===== config.mk =====
export PLATFORM = sky130hd
export DESIGN_NAME = vga_scanner
export DESIGN_NICKNAME = d
export VERILOG_FILES = /design/src/rtl/vga_scanner.sv
export SDC_FILE = /design/constraint.sdc
export NUM_CORES = 1
export LEC_CHECK = 0
export ABC_AREA = 1
export BUFFER_PORTS_ARGS = -buffer_cell sky130_fd_sc_hd__buf_2
export CAP_MARGIN = 20
export CORE_MARGIN = 1
export CORE_UTILIZATION = 53
export DETAILED_ROUTE_END_ITERATION = 10
export PLACE_DENSITY = 0.83
export SYNTH_ARGS = -nofsm -noshare
export SYNTH_HDL_FRONTEND = slang
export SYNTH_SLANG_ARGS = --single-unit

===== constraint.sdc =====
create_clock -name clk_i -period 3.75 [get_ports clk_i]
set_clock_uncertainty 0.1 [all_clocks]
set_input_delay 0.375 -clock clk_i [delete_from_list [all_inputs] [get_ports clk_i]]
set_output_delay 0.375 -clock clk_i [all_outputs]
set_load 0.05 [all_outputs]

===== src/rtl/vga_scanner.sv =====
// vga_scanner: pixel-rate raster generator and VGA output stage.
// Divides clk_i down to a pixel tick, runs the horizontal/vertical counters,
// publishes the current coordinate to the layer generators, and registers the
// composed RGB value together with sync/blank so that pins stay aligned.
//
// Ports:
//   clk_i          system clock
//   rst_i          synchronous, active-high reset
//   RGB_i[23:0]    composed pixel for (x_o, y_o), {R,G,B}
//   x_o, y_o       current horizontal / vertical counter
//   active_o       current coordinate lies in the visible area
//   pix_tick_o     one-clock pulse per pixel period
//   R_o, G_o, B_o  registered pixel to DAC
//   hsync_o        registered horizontal sync, active-low
//   vsync_o        registered vertical sync, active-low
//   blank_n_o      registered, high during visible pixels
//   frame_start_o  pulse on the tick where counters wrap to (0,0)
module vga_scanner #(
  parameter int unsigned CLK_DIV  = 2,
  parameter int unsigned H_ACTIVE = 640,
  parameter int unsigned H_FP     = 16,
  parameter int unsigned H_SYNC   = 96,
  parameter int unsigned H_BP     = 48,
  parameter int unsigned V_ACTIVE = 480,
  parameter int unsigned V_FP     = 10,
  parameter int unsigned V_SYNC   = 2,
  parameter int unsigned V_BP     = 33
) (
  input  logic        clk_i,
  input  logic        rst_i,
  input  logic [23:0] RGB_i,
  output logic [9:0]  x_o,
  output logic [9:0]  y_o,
  output logic        active_o,
  output logic        pix_tick_o,
  output logic [7:0]  R_o,
  output logic [7:0]  G_o,
  output logic [7:0]  B_o,
  output logic        hsync_o,
  output logic        vsync_o,
  output logic        blank_n_o,
  output logic        frame_start_o
);

  localparam int unsigned CW      = 10;
  localparam int unsigned H_TOTAL = H_ACTIVE + H_FP + H_SYNC + H_BP;
  localparam int unsigned V_TOTAL = V_ACTIVE + V_FP + V_SYNC + V_BP;
  localparam int unsigned DW      = (CLK_DIV > 1) ? $clog2(CLK_DIV) : 1;

  localparam logic [DW-1:0] DIV_LAST = DW'(CLK_DIV - 1);
  localparam logic [CW-1:0] H_LAST   = CW'(H_TOTAL - 1);
  localparam logic [CW-1:0] V_LAST   = CW'(V_TOTAL - 1);
  localparam logic [CW-1:0] H_VIS    = CW'(H_ACTIVE);
  localparam logic [CW-1:0] V_VIS    = CW'(V_ACTIVE);
  localparam logic [CW-1:0] HS_BEGIN = CW'(H_ACTIVE + H_FP);
  localparam logic [CW-1:0] HS_END   = CW'(H_ACTIVE + H_FP + H_SYNC);
  localparam logic [CW-1:0] VS_BEGIN = CW'(V_ACTIVE + V_FP);
  localparam logic [CW-1:0] VS_END   = CW'(V_ACTIVE + V_FP + V_SYNC);

  logic [DW-1:0] div;
  logic          run;
  logic [CW-1:0] h_cnt;
  logic [CW-1:0] v_cnt;
  logic [23:0]   pix;
  logic          tick;
  logic          active;
  logic          hsync_n;
  logic          vsync_n;

  // run holds the divider for the first clock out of reset so the first tick
  // lands CLK_DIV clocks after release, including CLK_DIV = 1.
  always_ff @(posedge clk_i) begin
    if (rst_i) begin
      div <= '0;
      run <= 1'b0;
    end else begin
      run <= 1'b1;
      if (run) begin
        div <= (div == DIV_LAST) ? '0 : div + 1'b1;
      end
    end
  end

  assign tick = run & (div == DIV_LAST);

  // Raster counters; v advances on the same tick that h wraps.
  always_ff @(posedge clk_i) begin
    if (rst_i) begin
      h_cnt <= '0;
      v_cnt <= '0;
    end else if (tick) begin
      if (h_cnt == H_LAST) begin
        h_cnt <= '0;
        v_cnt <= (v_cnt == V_LAST) ? '0 : v_cnt + 1'b1;
      end else begin
        h_cnt <= h_cnt + 1'b1;
      end
    end
  end

  // Decode from the current counters; registered below one tick later.
  always_comb begin
    active  = (h_cnt < H_VIS) && (v_cnt < V_VIS);
    hsync_n = !((h_cnt >= HS_BEGIN) && (h_cnt < HS_END));
    vsync_n = !((v_cnt >= VS_BEGIN) && (v_cnt < VS_END));
  end

  // Output stage: black forced outside the visible area.
  always_ff @(posedge clk_i) begin
    if (rst_i) begin
      pix       <= '0;
      hsync_o   <= 1'b1;
      vsync_o   <= 1'b1;
      blank_n_o <= 1'b0;
    end else if (tick) begin
      pix       <= active ? RGB_i : 24'h0;
      hsync_o   <= hsync_n;
      vsync_o   <= vsync_n;
      blank_n_o <= active;
    end
  end

  assign R_o           = pix[23:16];
  assign G_o           = pix[15:8];
  assign B_o           = pix[7:0];
  assign x_o           = h_cnt;
  assign y_o           = v_cnt;
  assign active_o      = active;
  assign pix_tick_o    = tick;
  assign frame_start_o = tick & (h_cnt == H_LAST) & (v_cnt == V_LAST);

endmodule


==> impl_metrics.yaml, run 1 <==
critical_path:
  worstPathCellList: "inv_1, nand3_1, nand4_1, inv_2, buf_2"
  critPathKind: "reg2out"
  crit_family: "buffers and inverters"
  reg2reg_to: "y_o[9]$_SDFFE_PP0P_"
  cp_slowest_stage_delay_ps: 440
  cp.required_ps: 3270
  r2r-start: "x_o[0]$_SDFFE_PP0P_"
  r2r_cells: 8
  reg2reg_slack_ps: 1870
  startpoint_type: "flop"
  cp_slowest_cell: "dfxtp_1"
  worst-path-max-fanout: 26
  arrival_ps: 1710
  cp-end-kind: "primary output"
  crit_buf_inv: 3
layout:
  syn_to_final_growth_pct: 23.8
  nets: 403
  drive_above_1_share_pct: 25.4
  antenna_cells: 0
routing:
  drt_iter0_markers: 99
  drt-pass1-iter-count: 4
  drt.antenna.violating_nets: 0
  routed_wl_um: 5130
  drcViolationCount: 0
  viasPerCell: 5.02
  wire_per_inst_um: 12.2
  dr_total_vias: 2117
sta:
  slew_viol_final: 0
  timing.slew.headroom_pct: 30.2
  fmax_mhz: 457
  finalCritPeriodShare_pct: 58.4
  hold_viol_final: 0
  rsz0062_at_grt: "false"
  setup_tns_ps: 0
  setup_slack_ps: 1560
  setup_violations: 0
  period_needed_ps: 2190
  worst_pin_slew_ps: 1050
grt:
  grt_pass1_vias: 1899
  grt_overflow: 0
  grt_first_pass_wirelength_um: 8170
  grt_max_degree: 28
  grt.total_usage_pct: 25.2
  antenna_found_initial: 0
die:
  start_util_pct: 56.5
  die_w_um: 65.4
  rows: 22
  core_area_sq_mm: 0.00377
  die_area_sq_mm: 0.00428
  die_y_um: 65.4
  num_io_pins: 76
power:
  ir_drop_uv: 330
  pwr-share-clk_pct: 37.1
  intPower_mw: 0.761
  leakagePower_nw: 1.33
  switching_share_pct: 25.9
  seqPwrFrac_pct: 52.7
  powerDensity_mw_per_mm2: 389
  comb_power_share_pct: 10.2
  power.switching_mw: 0.266
synth:
  syn_inst: 298
  yosysSeqAreaShare_pct: 46.0
  synth_edf_count: 0
  yosys.area.top_type: "dfxtp_1"
  synth_area_leaders: "dfxtp_1 46%, nand2_1 16%, nand3_1 8.0%, nor2_1 6.2%, inv_1 4.9%"
  synthesis.area_sq_mm: 0.00213
  synth-async-reset-ratio_pct: 0
  yosys_warnings: 0
  syn-mean-instance-area_sq_um: 7.15
  ys_types: 24
  ys_ff_latch: 49
  synth_fp_nets: 328
  synth.top_cell.area_share_pct: 46.0
  synth_ff_type: "dfxtp_1"
cts:
  clkSinkCount: 49
  cts_buffer_depth: 2
  cts_setup_buffers: 0
  htree_levels: 2
  ctsResizeCount: 0
  cts_made_buffers: 5
  clkLatencyLatePin_ps: 310
  tritoncts: "yes"
  cts.clk_slew.worst_paths_ps: 90
  cts_hold_buf: 0
  cts_root_buf: "clkbuf_8"
hold_path:
  hold_path.class: "in2reg"
  hold-path-endpoint: "pix[10]$_SDFFE_PP0P_"
  min_delay_path_depth: 3
  hold_start: "RGB_i[10]"
placement:
  dp_slack_ps: 1860
  hpwl_um: 3670
  globalplace.congestion: 0.862
  io_buffers: 75
outcome:
  status: "finished, final reports clean"
flow_run:
  cap_violations: 0
-- logic make-up (layout without fill, tap and decap cells) --
group	count (synthesis)	in the layout	synth area share [%]
compound gates	23	23	6.40
xor+xnor	4	4	1.64
fa+ha+maj	4	4	2.35
buf+inv	38	114	7.45
flops	49	49	46.0
simple gates	180	180	36.2
-- how the worst max path moves through the flow --
stage                        start              endpoint  slack, ps  cells past startpoint
3_3_place_gp                 rst_i  vsync_o$_SDFFE_PP1P_       1920                      5
5_1_grt        x_o[8]$_SDFFE_PP0P_              active_o       1440                      5
2_1_floorplan  x_o[1]$_SDFFE_PP0P_         frame_start_o       1420                      5
4_1_cts        x_o[8]$_SDFFE_PP0P_              active_o       1570                      5
6_report       x_o[8]$_SDFFE_PP0P_              active_o       1560                      5
3_5_place_dp                 rst_i  vsync_o$_SDFFE_PP1P_       1860                      5
-- layer usage --
metal	part of all wire, %	global-route usage, %
met1	43	30.4
met2	50	43.0
met3	5.2	5.03
met4	1.6	10.6
met5	0	0
-- area by class of cell --
class	instances	area (sq um)
fill	314	1130
multi-input combinational	211	992
sequential	49	981
timing repair buffer	76	383
inverter	30	113
clock buffer	6	72.6
tap	48	60.1
clock inverter	2	38.8
-- worst min-delay path, stage by stage --
cell     delay (ps)
buf_2            70
nand3_1          60
nand2_1          50
-- cells in the mapped netlist (all sizes together) (4+ instances only) --
master and instances:
o21ai 11, inv 30, dfxtp 49, a21oi 8, xor2 4, nor3 5, nand4 6, ha 4
nor2 39, nand3 34, nand2 93, buf 8
-- sequential cells by signal (all words and copies together), names as in the netlist --
signal / cells
y_o: 10
run: 1
pix: 24
x_o: 10
blank_n_o: 1
div: 1
vsync_o: 1
hsync_o: 1
-- metrics by stage --
step | cell area [sq um] | utilization [%] | power [mW] | hold WS (ps) | instances
final | 2640 | 70.0 | 1.03 | 180 | 422
after detailed placement | 2530 | 67.1 | 0.657 | 334 | 414
after global placement | 2530 | 67.1 | 0.656 | 333 | 414
after CTS | 2640 | 70.0 | 1.03 | 179 | 422
after floorplan | 2130 | - | 0.624 | 365 | 298
after global routing | 2640 | 70.0 | 1.06 | 182 | 422
-- cells in the final DEF (no fill, tap or decap) --
cell       Yosys  routed
buf_4          0       1
nor4_1         1       1
o21ai_1        1       1
nor3b_1        1       1
nor2_2         4       4
nand4_1        5       5
clkinv_4       0       1
buf_2          7      75
a21oi_1        8       8
clkbuf_1       0       1
ha_1           4       4
a211oi_1       2       2
bufinv_16      0       1
dfxtp_1       49      49
nor2_1        35      35
nand3b_1       1       1
o21ai_2        3       3
nand2_1       91      91
inv_1         28      28
inv_2          2       2
o21bai_1       2       2
nor3_1         5       5
nand4_2        1       1
o21ai_0        7       7
clkbuf_8       0       5
nand2_2        2       2
xor2_1         4       4
nand3_1       34      34
-- power by group through the flow --
stage / registers (mW) / logic [mW] / clock network [mW]
after CTS: 0.541 / 0.105 / 0.382
after global routing: 0.543 / 0.111 / 0.402
after detailed placement: 0.553 / 0.104 / 0
final: 0.542 / 0.105 / 0.381
after floorplan: 0.596 / 0.0286 / 0
after global placement: 0.553 / 0.103 / 0
Power figures use the tool's default switching activity.
==> run 2, diff against run 1 <==
==> config.mk (replaced) <==
export PLATFORM = sky130hd
export DESIGN_NAME = vga_scanner
export DESIGN_NICKNAME = d
export VERILOG_FILES = /design/src/rtl/vga_scanner.sv
export SDC_FILE = /design/constraint.sdc
export NUM_CORES = 1
export LEC_CHECK = 0
export ABC_AREA = 0
export BUFFER_PORTS_ARGS = -buffer_cell sky130_fd_sc_hd__buf_2
export CAP_MARGIN = 20
export CORE_MARGIN = 1
export CORE_UTILIZATION = 43
export DETAILED_ROUTE_END_ITERATION = 10
export PLACE_DENSITY = 0.74
export SYNTH_ARGS = -nofsm -noshare
export SYNTH_HDL_FRONTEND = slang
export SYNTH_SLANG_ARGS = --single-unit
==> constraint.sdc (replaced) <==
create_clock -name clk_i -period 1.9 [get_ports clk_i]
set_clock_uncertainty 0.1 [all_clocks]
set_input_delay 0.19 -clock clk_i [delete_from_list [all_inputs] [get_ports clk_i]]
set_output_delay 0.19 -clock clk_i [all_outputs]
set_load 0.05 [all_outputs]
==> run 2 against run 1 <==
Net effect: the run now ends with negative setup slack left; global-route usage down 3.6 points; die area up 9.8%; critical path depth down 1; first-iteration DRC count up 20%; worst hold slack worse by 170 ps.
==> impl_metrics.yaml, run 2 <==
outcome:
  status: "finished, violations left"
  violations: "negative setup slack"
cts:
  cts.clk_slew.worst_paths_ps: 90
  htree_levels: 2
  clkLatencyLatePin_ps: 300
  tritoncts: "yes"
  cts_made_buffers: 5
  cts_buffer_depth: 2
  cts_root_buf: "clkbuf_8"
  clkSinkCount: 49
grt:
  antenna_found_initial: 0
  grt_max_degree: 26
  grt_first_pass_wirelength_um: 7260
  grt_overflow: 0
  grt_pass1_vias: 1565
  grt.total_usage_pct: 21.6
layout:
  syn_to_final_growth_pct: 59.3
  nFillCells: 299
  final_common_cell: "buf_2"
  final_util_pct: 73.7
  final_cell_mix: "74 x buf_2, 39 x dfxtp_1, 25 x buf_4, 24 x a22o_1, 19 x dlygate4sd3_1"
  nets: 353
  drive_above_1_share_pct: 47.8
  largest_register_ffs: 24
  antenna_cells: 0
  top_register: "pix"
power:
  power.switching_mw: 0.542
  seqPwrFrac_pct: 54.4
  powerDensity_mw_per_mm2: 650
  pwr-share-clk_pct: 30.4
  comb_power_share_pct: 15.2
  ir_drop_uv: 474
  leakagePower_nw: 1.32
  intPower_mw: 1.43
  switching_share_pct: 27.5
routing:
  drt-pass1-iter-count: 4
  dr_total_vias: 1921
  routed_wl_um: 5100
  drt.antenna.violating_nets: 0
  drt_iter0_markers: 119
  viasPerCell: 5.14
  drcViolationCount: 0
  wire_per_inst_um: 13.6
sta:
  finalCritPeriodShare_pct: 106
  hold_viol_final: 0
  holdWs_ps: 5.31
  slew_viol_final: 0
  period_needed_ps: 2020
  fmax_mhz: 496
  rsz0062_at_grt: "true"
  setup_violations: 19
  setup_slack_ps: -118
  timing.slew.headroom_pct: 76.1
  worst_pin_slew_ps: 355
synth:
  synth_ff_type: "dfxtp_1"
  yosys_warnings: 0
  synth_most_common_cell: "dfxtp_1"
  syn-mean-instance-area_sq_um: 9.82
  synth_edf_count: 0
  synthesis.area_sq_mm: 0.00190
  yosys-top-cells-count: "49 x dfxtp_1, 24 x a22o_1, 15 x nor2_1"
  synth.top_cell.area_share_pct: 51.5
  ys_types: 33
  synth-async-reset-ratio_pct: 0
  yosysSeqAreaShare_pct: 51.5
  syn_inst: 194
  yosys.area.top_type: "dfxtp_1"
  synth_area_leaders: "dfxtp_1 52%, a22o_1 11%, xnor2_1 3.7%, nor2_1 3.0%, a21oi_1 2.6%"
  ys_ff_latch: 49
  synth_fp_nets: 224
die:
  die_w_um: 68.6
  rows: 23
  num_io_pins: 76
  die_y_um: 68.6
  start_util_pct: 46.3
  core_area_sq_mm: 0.00412
  die_area_sq_mm: 0.00470
critical_path:
  crit_buf_inv: 1
  crit_family: "simple AND/OR/NAND/NOR gates"
  cp.required_ps: 1610
  critPathKind: "reg2out"
  cp-end-kind: "primary output"
  startpoint_type: "flop"
  cp_slowest_stage_delay_ps: 550
  worst-path-max-fanout: 3
  cp_slowest_cell: "or4_4"
  arrival_ps: 1730
  worstPathCellList: "or2_4, or4_4, nor2_4, buf_8"
hold_path:
  hold_path.class: "in2reg"
placement:
  hpwl_um: 3160
  io_buffers: 75
  globalplace.congestion: 0.791
flow_run:
  cap_violations: 0
==> run 2: cell types whose count changed after synthesis, sizes merged, moves of 3 or more <==
cell	change
a22o	+24
buf	-4
clkbuf	+3
inv	-23
nand2	-82
nand3	-25
nor2	-24
nor4	+4
or3	+8
xnor2	+8
==> run 2: cell type report <==
| cell class | count | area (sq um) | share of cell area, % |
|---|---|---|---|
| repair buffers | 128 | 868 | 28.6 |
| multi-input cells | 131 | 982 | 32.4 |
| clock buffers | 6 | 72.6 | 2.39 |
| flip-flops and latches | 49 | 1000 | 33.0 |
| clock inverters | 2 | 15.0 | 0.495 |
| inverters | 8 | 31.3 | 1.03 |
| well taps | 50 | 62.6 | 2.06 |
==> run 2: final timing paths <==
path                            slack (ps)                   start  depth (start not counted)                      to
worst max-delay path                  -120     x_o[5]$_SDFFE_PP0P_                          4           frame_start_o
worst min-delay path                     5               RGB_i[17]                          2    pix[17]$_SDFFE_PP0P_
worst min register to register         350  blank_n_o$_SDFFE_PP0P_                          1  blank_n_o$_SDFFE_PP0P_
worst max register to register         -60     x_o[1]$_SDFFE_PP0P_                          8     x_o[8]$_SDFFE_PP0P_
==> run 2: worst reg2reg max path: cells and delay by family (launching register included) <==
kind | cells | cell delay (ps)
DFF | 1 | 370
and+or+nand+nor | 4 | 790
adders and majority gates | 1 | 130
buffers and inverters | 3 | 480
==> run 2: cells by family (layout without fill, tap and decap cells) <==
logic type / count (synthesis) / count (layout) / share of synthesized area (%)
buffers and inverters: 15 / 144 / 3.88
adders and majority gates: 4 / 4 / 2.63
DFF: 49 / 49 / 51.5
xor gates and xnor gates: 11 / 11 / 5.06
and+or+nand+nor: 66 / 67 / 18.6
AOI/OAI and AO/OA: 49 / 49 / 18.3
==> run 2: metrics by stage <==
step / std cells / worst slack [ps] / power [mW] / area (sq um) / TNS [ps]
after global placement: 338 / -50.9 / 1.35 / 2550 / -329
after floorplan: 194 / -199 / 1.26 / 1960 / -2180
after detailed placement: 339 / -45.8 / 1.35 / 2560 / -202
after global routing: 374 / -187 / 2.06 / 3030 / -2110
after CTS: 367 / -131 / 1.98 / 2860 / -376
final: 374 / -118 / 1.97 / 3030 / -790
==> run 2: layer usage <==
layer  vias up  track usage (%)  part of all wire, %
met3         8             5.76                  5.3
met5         -                0                    0
met4         0             8.85                  1.8
met2        62             33.8                   48
met1       885             27.9                   45
li1        966                -                    -
==> run 2: repair_timing <==
action	4_1_cts	5_1_grt
buffers inserted	2	5
gates resized for setup	5	36
pin swaps	1	12
gates cloned	1	0
hold buffers	17	2
endpoints found under the hold margin	17	2
endpoints found under the setup margin	9	21
==> run 2: power by group through the flow <==
stage                     clock network [mW]  logic, mW  registers (mW)
after floorplan                            0     0.0637            1.19
after global placement                     0      0.251            1.09
after detailed placement                   0      0.257            1.09
after CTS                              0.622      0.284            1.07
after global routing                   0.669      0.317            1.08
final                                  0.598      0.300            1.07
